[config.mk]
export PLATFORM = sky130hd
export DESIGN_NAME = blockchain_reader_flat
export DESIGN_NICKNAME = d
export VERILOG_FILES = /design/src/rtl/blockchain_pkg.sv /design/src/rtl/blockchain_reader_if.sv /design/src/rtl/blockchain_reader_link_checker.sv /design/src/rtl/blockchain_reader.sv /design/src/flat_wrapper.sv
export SDC_FILE = /design/constraint.sdc
export NUM_CORES = 1
export LEC_CHECK = 0
export ABC_AREA = 1
export BUFFER_PORTS_ARGS = -buffer_cell sky130_fd_sc_hd__buf_2
export CAP_MARGIN = 20
export CORE_UTILIZATION = 30
export DETAILED_ROUTE_END_ITERATION = 16
export GPL_TIMING_DRIVEN = 0
export PLACE_DENSITY_LB_ADDON = 0.08
export SETUP_SLACK_MARGIN = 0.4
export SYNTH_ARGS = -nofsm -noshare
export SYNTH_HDL_FRONTEND = slang
export SYNTH_HIERARCHICAL = 1
export SYNTH_SLANG_ARGS = --single-unit
[constraint.sdc]
create_clock -name clock -period 2.2 [get_ports clock]
set_clock_uncertainty 0.15 [all_clocks]
set_input_delay 0.33 -clock clock [delete_from_list [all_inputs] [get_ports clock]]
set_output_delay 0.33 -clock clock [all_outputs]
set_load 0.01 [all_outputs]
[src/rtl/blockchain_pkg.sv]
// Shared definitions for the blockchain RAM word layout and the read-side audit FSM.
// The writer side uses the same field constants.
package blockchain_pkg;

    localparam int HASH_W        = 8;
    localparam int PREV_HASH_MSB = 63;
    localparam int PREV_HASH_LSB = 56;
    localparam int HASH_MSB      = 55;
    localparam int HASH_LSB      = 48;
    localparam int BAL_MSB       = 47;
    localparam int BAL_LSB       = 0;

    // A block is two hash bytes followed by the balances field.
    localparam int BLOCK_W = 2 * HASH_W + (BAL_MSB - BAL_LSB + 1);

    typedef enum logic [2:0] {
        RD_IDLE,
        RD_ISSUE,
        RD_WAIT,
        RD_PRESENT,
        RD_FINISH
    } reader_state_e;

endpackage

[src/rtl/blockchain_reader_if.sv]
// RAM read port and downstream block-presentation handshake of the blockchain reader.
// master = reader side, slave = RAM/consumer side.
interface blockchain_reader_if #(
    parameter int ADDR_W = 5
);
    logic                               rd_en;
    logic [ADDR_W-1:0]                  rd_addr;
    logic [blockchain_pkg::BLOCK_W-1:0] rd_data;
    logic                               blk_valid;
    logic                               blk_ready;
    logic [ADDR_W-1:0]                  blk_index;
    logic [blockchain_pkg::BLOCK_W-1:0] blk_data;
    logic                               blk_link_ok;

    modport master (
        output rd_en, rd_addr, blk_valid, blk_index, blk_data, blk_link_ok,
        input  rd_data, blk_ready
    );

    modport slave (
        input  rd_en, rd_addr, blk_valid, blk_index, blk_data, blk_link_ok,
        output rd_data, blk_ready
    );
endinterface

[src/rtl/blockchain_reader_link_checker.sv]
// Previous-hash link checker: holds the expected prev_hash and the audit error record.
// BLOCK_READER_HALT_ON_ERROR_EN: err_count saturates at 1.
module block_link_checker
    import blockchain_pkg::*;
#(
    parameter int                ADDR_W       = 5,
    parameter logic [HASH_W-1:0] GENESIS_PREV = 8'h00
) (
    input  logic                clock,
    input  logic                resetn,
    input  logic                load_genesis,
    input  logic                check,
    input  logic                advance,
    input  logic [ADDR_W-1:0]   idx,
    input  logic [2*HASH_W-1:0] link_fields,
    output logic                link_ok,
    output logic                chain_ok,
    output logic [ADDR_W:0]     err_count,
    output logic [ADDR_W-1:0]   first_bad
);
    logic [HASH_W-1:0] prev_hash_q;
    logic [HASH_W-1:0] pending_hash_q;
    logic              chain_ok_q;
    logic [ADDR_W:0]   err_count_q;
    logic [ADDR_W:0]   err_count_d;
    logic [ADDR_W-1:0] first_bad_q;

    assign link_ok = (link_fields[2*HASH_W-1:HASH_W] == prev_hash_q);

`ifdef BLOCK_READER_HALT_ON_ERROR_EN
    assign err_count_d = (ADDR_W+1)'(1);
`else
    assign err_count_d = err_count_q + 1'b1;
`endif

    // The stored hash becomes the expected link only once the block is handed downstream.
    always_ff @(posedge clock) begin
        if (!resetn) begin
            prev_hash_q    <= GENESIS_PREV;
            pending_hash_q <= '0;
            chain_ok_q     <= 1'b1;
            err_count_q    <= '0;
            first_bad_q    <= '0;
        end else if (load_genesis) begin
            prev_hash_q    <= GENESIS_PREV;
            chain_ok_q     <= 1'b1;
            err_count_q    <= '0;
            first_bad_q    <= '0;
        end else begin
            if (check) begin
                pending_hash_q <= link_fields[HASH_W-1:0];
                if (!link_ok) begin
                    err_count_q <= err_count_d;
                    chain_ok_q  <= 1'b0;
                    if (chain_ok_q) begin
                        first_bad_q <= idx;
                    end
                end
            end
            if (advance) begin
                prev_hash_q <= pending_hash_q;
            end
        end
    end

    assign chain_ok  = chain_ok_q;
    assign err_count = err_count_q;
    assign first_bad = first_bad_q;

endmodule

[src/rtl/blockchain_reader.sv]
// Audit reader: walks the blockchain RAM, checks every prev-hash link, presents each block.
// BLOCK_READER_HALT_ON_ERROR_EN: the audit stops after the first failing block is transferred.
module blockchain_reader
    import blockchain_pkg::*;
#(
    parameter int                ADDR_W       = 5,
    parameter int                RD_LATENCY   = 1,
    parameter logic [HASH_W-1:0] GENESIS_PREV = 8'h00
) (
    input  logic                clock,
    input  logic                resetn,
    input  logic                start,
    input  logic [ADDR_W:0]     chain_len,
    blockchain_reader_if.master bus,
    output logic                busy,
    output logic                done,
    output logic                chain_ok,
    output logic [ADDR_W:0]     err_count,
    output logic [ADDR_W-1:0]   first_bad
);
    localparam int                LAT_W    = $clog2(RD_LATENCY + 1);
    localparam logic [LAT_W-1:0]  LAT_LAST = LAT_W'(RD_LATENCY);
    localparam logic [ADDR_W:0]   DEPTH    = (ADDR_W+1)'(1) << ADDR_W;

    reader_state_e       state_q;
    logic [ADDR_W:0]     idx_q;
    logic [ADDR_W:0]     idx_d;
    logic [ADDR_W:0]     len_q;
    logic [ADDR_W:0]     len_d;
    logic [LAT_W-1:0]    lat_q;
    logic                rd_en_q;
    logic [ADDR_W-1:0]   rd_addr_q;
    logic                blk_valid_q;
    logic [ADDR_W-1:0]   blk_index_q;
    logic [BLOCK_W-1:0]  blk_data_q;
    logic                blk_link_ok_q;
    logic                busy_q;
    logic                done_q;

    logic start_go;
    logic capture;
    logic transfer;
    logic link_ok;
    logic halt_now;

    assign start_go = (state_q == RD_IDLE) && start;
    assign capture  = (state_q == RD_WAIT) && (lat_q == LAT_LAST);
    assign transfer = (state_q == RD_PRESENT) && blk_valid_q && bus.blk_ready;
    assign idx_d    = idx_q + 1'b1;
    assign len_d    = (chain_len > DEPTH) ? DEPTH : chain_len;

`ifdef BLOCK_READER_HALT_ON_ERROR_EN
    assign halt_now = !blk_link_ok_q;
`else
    assign halt_now = 1'b0;
`endif

    block_link_checker #(
        .ADDR_W       (ADDR_W),
        .GENESIS_PREV (GENESIS_PREV)
    ) u_link_checker (
        .clock        (clock),
        .resetn       (resetn),
        .load_genesis (start_go),
        .check        (capture),
        .advance      (transfer),
        .idx          (idx_q[ADDR_W-1:0]),
        .link_fields  (bus.rd_data[PREV_HASH_MSB:HASH_LSB]),
        .link_ok      (link_ok),
        .chain_ok     (chain_ok),
        .err_count    (err_count),
        .first_bad    (first_bad)
    );

    // rd_en is registered, so the RAM sees the read in the first WAIT cycle and
    // the latency count starts there; idx_q is one bit wider so addresses never wrap.
    always_ff @(posedge clock) begin
        if (!resetn) begin
            state_q       <= RD_IDLE;
            idx_q         <= '0;
            len_q         <= '0;
            lat_q         <= '0;
            rd_en_q       <= 1'b0;
            rd_addr_q     <= '0;
            blk_valid_q   <= 1'b0;
            blk_index_q   <= '0;
            blk_data_q    <= '0;
            blk_link_ok_q <= 1'b0;
            busy_q        <= 1'b0;
            done_q        <= 1'b0;
        end else begin
            case (state_q)
                RD_IDLE: begin
                    done_q <= 1'b0;
                    if (start) begin
                        len_q <= len_d;
                        idx_q <= '0;
                        if (len_d == '0) begin
                            state_q <= RD_FINISH;
                            done_q  <= 1'b1;
                        end else begin
                            state_q <= RD_ISSUE;
                            busy_q  <= 1'b1;
                        end
                    end
                end
                RD_ISSUE: begin
                    rd_en_q   <= 1'b1;
                    rd_addr_q <= idx_q[ADDR_W-1:0];
                    lat_q     <= '0;
                    state_q   <= RD_WAIT;
                end
                RD_WAIT: begin
                    rd_en_q <= 1'b0;
                    if (capture) begin
                        blk_data_q    <= bus.rd_data;
                        blk_index_q   <= idx_q[ADDR_W-1:0];
                        blk_link_ok_q <= link_ok;
                        blk_valid_q   <= 1'b1;
                        state_q       <= RD_PRESENT;
                    end else begin
                        lat_q <= lat_q + 1'b1;
                    end
                end
                RD_PRESENT: begin
                    if (transfer) begin
                        blk_valid_q <= 1'b0;
                        idx_q       <= idx_d;
                        if ((idx_d == len_q) || halt_now) begin
                            state_q <= RD_FINISH;
                            busy_q  <= 1'b0;
                            done_q  <= 1'b1;
                        end else begin
                            state_q <= RD_ISSUE;
                        end
                    end
                end
                RD_FINISH: begin
                    done_q  <= 1'b0;
                    state_q <= RD_IDLE;
                end
                default: begin
                    state_q <= RD_IDLE;
                end
            endcase
        end
    end

    assign bus.rd_en       = rd_en_q;
    assign bus.rd_addr     = rd_addr_q;
    assign bus.blk_valid   = blk_valid_q;
    assign bus.blk_index   = blk_index_q;
    assign bus.blk_data    = blk_data_q;
    assign bus.blk_link_ok = blk_link_ok_q;
    assign busy            = busy_q;
    assign done            = done_q;

endmodule

[src/flat_wrapper.sv]
// flat-port wrapper written by rule: the top's interface ports become plain ports
module blockchain_reader_flat import blockchain_pkg::*;
#(
    parameter int                ADDR_W       = 5,
    parameter int                RD_LATENCY   = 1,
    parameter logic [HASH_W-1:0] GENESIS_PREV = 8'h00
)
  (clock, resetn, start, chain_len, busy, done, chain_ok, err_count, first_bad, bus_rd_en, bus_rd_addr, bus_blk_valid, bus_blk_index, bus_blk_data, bus_blk_link_ok, bus_rd_data, bus_blk_ready);
  blockchain_reader_if #(.ADDR_W(ADDR_W)) bus_i ();
  input  logic clock;
  input  logic resetn;
  input  logic start;
  input  logic [ADDR_W:0] chain_len;
  output logic busy;
  output logic done;
  output logic chain_ok;
  output logic [ADDR_W:0] err_count;
  output logic [ADDR_W-1:0] first_bad;
  output wire logic [$bits(bus_i.rd_en)-1:0] bus_rd_en;
  output wire logic [$bits(bus_i.rd_addr)-1:0] bus_rd_addr;
  output wire logic [$bits(bus_i.blk_valid)-1:0] bus_blk_valid;
  output wire logic [$bits(bus_i.blk_index)-1:0] bus_blk_index;
  output wire logic [$bits(bus_i.blk_data)-1:0] bus_blk_data;
  output wire logic [$bits(bus_i.blk_link_ok)-1:0] bus_blk_link_ok;
  input wire logic [$bits(bus_i.rd_data)-1:0] bus_rd_data;
  input wire logic [$bits(bus_i.blk_ready)-1:0] bus_blk_ready;
  assign bus_rd_en = bus_i.rd_en;
  assign bus_rd_addr = bus_i.rd_addr;
  assign bus_blk_valid = bus_i.blk_valid;
  assign bus_blk_index = bus_i.blk_index;
  assign bus_blk_data = bus_i.blk_data;
  assign bus_blk_link_ok = bus_i.blk_link_ok;
  assign bus_i.rd_data = bus_rd_data;
  assign bus_i.blk_ready = bus_blk_ready;
  blockchain_reader #(.ADDR_W(ADDR_W), .RD_LATENCY(RD_LATENCY), .GENESIS_PREV(GENESIS_PREV)) u_core (.clock(clock), .resetn(resetn), .start(start), .chain_len(chain_len), .bus(bus_i), .busy(busy), .done(done), .chain_ok(chain_ok), .err_count(err_count), .first_bad(first_bad));
endmodule
# Word-level counts from Yosys, hierarchy flattened
# Index checks and enable logic that the tools add are counted.
dict set report totals {
  ff_bits 123
  input_bits 74
  out_inout_bits 91
  word_cells 84
}
dict set report op_classes {
  add_sub_neg 3
  n_lt_le_gt_ge 1
  eq_ne 12
  n_mux 26
  bitwise_logic 3
  n_reduce_logical 22
}
# cell count
set op_table {}
lappend op_table {{$mux 6} 3}
lappend op_table {{$mux 3} 5}
lappend op_table {{$reduce_and 3->1} 5}
lappend op_table {{$add 6x1->6 const B} 2}
lappend op_table {{$pmux 3 s4} 1}
lappend op_table {{$pmux 6 s2} 1}
lappend op_table {{$mux 1} 11}
lappend op_table {{$reduce_and 2->1} 5}
lappend op_table {{$eq 8x8->1} 1}
lappend op_table {{$ne 2x2->1 const B} 4}
lappend op_table {{$pmux 1 s2} 4}
lappend op_table {{$eq 3x2->1 const B} 2}
lappend op_table {{$eq 6x6->1} 1}
lappend op_table {{$gt 6x6->1 const B} 1}
lappend op_table {{$logic_not 6->1} 1}
lappend op_table {{$reduce_bool 2->1} 3}
lappend op_table {{$reduce_and 5->1} 1}
lappend op_table {{$logic_and 1x1->1} 4}
lappend op_table {{$ne 2x1->1 const B} 2}
lappend op_table {{$eq 3x1->1 const B} 1}
lappend op_table {{$eq 3x3->1 const B} 1}
lappend op_table {{$logic_not 3->1} 1}
lappend op_table {{$not 1->1} 3}
lappend op_table {{$pmux 1 s3} 1}
lappend op_table {{other kinds (3)} 3}

# Logic depth before layout (Yosys ltp)
dict set report logic_depth {
  word_depth 6
  mapped_depth 13
  mapped_depth_nobuf 13
}

# Hierarchy
# Netlist, hierarchy kept.
# module instances cells_per_inst area_each_um2 seq_area_each_um2
set by_module_without_submodules {}
lappend by_module_without_submodules {blockchain_reader 1 492 3717.3 1901.8}
lappend by_module_without_submodules {block_link_checker 1 186 1303.8 560.5}

# Least setup slack after synthesis
# No wires, ideal clock.
dict set report synth_timing {
  kind {register to register}
  startpoint {register u_core.state_q[1]}
  endpoint {register u_core.u_link_checker.pending_hash_q[0]}
  arrival_ns 1.585
  required_time_ns 1.934
  path_slack_ns 0.349
  path_stages_with_launch 14
  path_buffers 2
  cell_sequence {dfxtp_1 inv_1 nor2_2 inv_2 nor2_4 inv_2 nor2_4 buf_6 buf_6 inv_1 nor2_2 inv_1 nor2_1 nor2_1}
}
# item line_no
set synth_rtl {}
lappend synth_rtl {{start, declared} blockchain_reader.sv:25} ;# reader_state_e state_q;
lappend synth_rtl {{start signal, assigned} blockchain_reader.sv:79} ;# state_q <= RD_IDLE;
lappend synth_rtl {{start signal, assigned} blockchain_reader.sv:99} ;# state_q <= RD_FINISH;
lappend synth_rtl {{start signal, assigned} blockchain_reader.sv:102} ;# state_q <= RD_ISSUE;
lappend synth_rtl {{$eq 3x2->1} blockchain_reader.sv:47} ;# assign capture = (state_q == RD_WAIT) && (lat_q == LAT_LAST);
lappend synth_rtl {{$logic_and 1x1->1} blockchain_reader.sv:47}
lappend synth_rtl {{named net u_core.capture} blockchain_reader.sv:41} ;# logic capture;
lappend synth_rtl {{$reduce_and 2->1 (no source line)} n/a}
lappend synth_rtl {{end signal, assigned} blockchain_reader_link_checker.sv:51} ;# pending_hash_q <= link_fields[HASH_W-1:0];
lappend synth_rtl {{end, declared} blockchain_reader_link_checker.sv:22} ;# logic [HASH_W-1:0] pending_hash_q;
# The timed path passes the listed nets, and every way through them passes these cells.
# A chain may end at the register's enable or synchronous reset.

# Final worst setup path
dict set report layout_timing {
  startpoint {register u_core.state_q[2]}
  endpoint {register u_core.u_link_checker.pending_hash_q[3]}
}
# Same word-level chain as after synthesis.

==> impl_metrics.toml <==
[placement]
place_hpwl_mm = 10.5
postPlaceCellArea_sq_mm = 0.00612
globalplace.congestion = 0.846
dp.cells = 1058
port_buffers = 164

[worst_setup_path]
crit_fanout = 6
cp_slowest_stage_delay_ns = 0.35
critPathSlowestCell = "dfxtp_2"
reg2regPathDepth = 12
cp-end-kind = "register"
critPathBufInv = 6
path_cells = "nor2_4 -> inv_2 -> nor2_4 -> inv_2 -> nor2_4 -> buf_12 -> buf_12 -> inv_4 -> nor2_4 -> buf_6 -> o21ai_2 -> nor2_1"
worstPathArrival_ns = 1.93
r2r_slack_ns = 0.46
path_common_cell = "nor2_4"
critical_path.startpoint = "u_core/state_q[2]"
critPathKind = "register to register"
path_delay_family = "simple AND/OR/NAND/NOR gates"
r2r-end = "u_core/u_link_checker/pending_hash_q[3]"
start_kind = "register"
critPathRequiredTime_ns = 2.39
r2r-start = "u_core/state_q[2]"

[floorplan]
boundaryPins = 165
die_x_microns = 131
core_region_area_sq_mm = 0.0161
fp-row-count = 46
die_y_microns = 131
start_util_pct = 31.2
dieArea_sq_mm = 0.0173

[synthesis]
synth_top_area_share_pct = 49.0
ys_top_cells_by_area = "dfxtp_1 (49%), nor2_1 (13%), nand2_1 (6.5%)"
syn_area_per_cell_sq_um = 7.41
yosysUniqueCellTypes = 33
seq_area_frac_synth_pct = 49.0
synth_area_leader_cell = "dfxtp_1"
synth_commonest_cells = "nor2_1 (171), dfxtp_1 (123), nand2_1 (87)"
ys_seq_elements = 123
synth_edf_count = 0
syn-num-nets = 754
syn_inst = 678
synthArstFlopShare_pct = 0
syn_area_sq_mm = 0.00502
synth.most_common_cell = "nor2_1"
ys.flop_type = "dfxtp_1"
ys_warn_count = 6

[sta]
period_minus_slack_ns = 1.74
fin_setup_tns_ns = 0
fmax_mhz = 575
maxSlewViolCount = 0
slew_headroom_pct = 65.9
max_slew.worst_pin.slew_ns = 0.511
period_share_pct = 79.0
setup_viol = 0
hold_violations = 0
rsz0062_at_grt = "yes"

[clock_network]
clock-root-buffer = "clkbuf_16"
clock_latency_ns = 0.41
cts_tree = "built"
htree_levels = 4
clockBufferDepth = 2
clkSinkCount = 123
numCtsBuffers = 17
clk_pin_slew_ns = 0.06

[layout]
drive_above_1_share_pct = 31.0
post-route-cell-area_sq_mm = 0.00743
fin_nets = 1005
fillers = 1659
area_growth_syn_to_layout_pct = 48.1
diodes = 0
final_cells = 1158

[drt]
wirelength_mm = 15.2
wl_per_cell_microns = 13.2
drt-initial-drc-count = 183
drc_errors = 0
postRouteAntennaNets = 0
num_vias = 5195
viasPerCell = 4.49
drt_first_pass_iters = 5

[pwr]
pwr-share-comb_pct = 14.7
switchingPower_w = 0.00154
p_leak_nw = 3.59
swShare_pct = 26.5
power_frac_seq_pct = 41.7
power.density_mw_per_mm2 = 783
p_int_w = 0.00428
ir_drop_mv = 0.526
clkPwrFrac_pct = 43.6

[grt]
antenna_found_initial = 0
grt_pass1_wl_mm = 24.5
grt_start_max_net_pins = 18
grt_usage_pct = 17.8
first_global_vias = 4979
overflow = 0

[job]
drv_cap = 0

[min_path]
hold_end = "u_core/u_link_checker/pending_hash_q[4]"
hold_path_class = "input pin to register"
hold_depth = 3
min_from = "bus_rd_data[52]"

[run_status]
status = "finished, final reports clean"
[logic make-up after synthesis]
| kind of cell | Yosys count | synth area share (%) |
|---|---|---|
| XOR/XNOR | 7 | 1.22 |
| buffers and inverters | 97 | 9.15 |
| flip-flops | 123 | 49.0 |
| AO/OA/AOI/OAI | 138 | 14.2 |
| AND/OR/NAND/NOR | 311 | 25.9 |
| adder cells (fa/ha/maj) | 2 | 0.498 |
[worst max path at each step]
stage	slack [ns]	cells past startpoint	endpoint
after floorplan	0.40	13	u_core/u_link_checker/first_bad[0]
after global placement	-0.04	12	u_core/u_link_checker/pending_hash_q[6]
after detailed placement	-0.05	13	u_core/u_link_checker/pending_hash_q[6]
after CTS	0.38	13	u_core/u_link_checker/pending_hash_q[5]
after global routing	0.32	13	u_core/busy
final	0.46	12	u_core/u_link_checker/pending_hash_q[3]
[tightest hold or removal path, cell delays in order]
cell and delay, ns:
buf_2 0.09, nor2_1 0.04, nor2_1 0.07
[metal layers]
layer / GRT usage [%] / routed length, microns / share of wire, % / vias to the layer above
met2: 30.6 / 7300 / 48 / 150
met3: 4.82 / 865 / 5.7 / 21
met5: 0 / 0 / 0 / -
met4: 7.88 / 235 / 1.5 / 0
li1: - / - / - / 2665
met1: 20.8 / 6840 / 45 / 2359
[power groups by stage]
stage	Combinational, W	Clock (W)	Sequential [W]
2_1_floorplan	0.000406	0	0.00250
3_3_place_gp	0.000725	0	0.00247
3_5_place_dp	0.000728	0	0.00247
4_1_cts	0.000829	0.00261	0.00243
5_1_grt	0.000946	0.00272	0.00244
6_report	0.000855	0.00254	0.00243
[registers in the layout, indices dropped and copies added (netlist names)]
| signal | cells |
|---|---|
| u_core/u_link_checker/first_bad | 5 |
| u_core/done | 1 |
| u_core/bus.rd_addr | 5 |
| u_core/bus.blk_link_ok | 1 |
| u_core/lat_q | 1 |
| u_core/len_q | 6 |
| u_core/bus.blk_index | 5 |
| u_core/busy | 1 |
| u_core/bus.blk_valid | 1 |
| u_core/bus.blk_data | 64 |
| u_core/u_link_checker/pending_hash_q | 8 |
| u_core/idx_q | 6 |
| u_core/state_q | 3 |
| u_core/u_link_checker/err_count | 6 |
| u_core/u_link_checker/chain_ok | 1 |
| u_core/bus.rd_en | 1 |
| u_core/u_link_checker/prev_hash_q | 8 |
[cells in the final DEF, fill, tap and decap left out, types with 17 or more instances in the layout]
cell type,synthesis,final
inv_1,58,52
buf_4,2,20
nor2_1,171,167
a21oi_1,33,33
nand3_1,20,18
o21ai_0,49,38
o21ai_1,48,51
clkbuf_16,0,17
dlygate4sd3_1,0,47
nand2_1,87,84
dfxtp_1,123,118
buf_2,4,166
[repair_timing]
item / 4_1_cts / 5_1_grt
resized for setup: 29 / 38
hold buffers: 47 / 0
setup endpoints to repair: 30 / 89
endpoints found under the hold margin: 47 / 0
setup buffers: 12 / 9
pin swaps: 12 / 23
[layout make-up]
type | count | area (sq um) | share of cell area [%]
multi-input cells | 458 | 2200 | 29.6
plain buffers | 30 | 241 | 3.25
well taps | 216 | 270 | 3.64
flip-flops and latches | 123 | 2470 | 33.3
clock inverters | 9 | 72.6 | 0.976
clock buffers | 23 | 458 | 6.16
repair buffers | 232 | 1460 | 19.6
inverters | 67 | 256 | 3.45
[through the flow]
step | utilization (%) | hold WS (ns) | worst slack (ns) | total power, W
5_1_grt | 46.1 | 0.0109 | 0.316 | 0.00611
4_1_cts | 45.2 | 0.00108 | 0.384 | 0.00587
2_1_floorplan | - | 0.283 | 0.403 | 0.00291
3_5_place_dp | 38.0 | 0.299 | -0.0459 | 0.00320
6_report | 46.1 | 0.0185 | 0.462 | 0.00582
3_3_place_gp | 38.0 | 0.297 | -0.0448 | 0.00319
(Power assumes the default switching activity.)
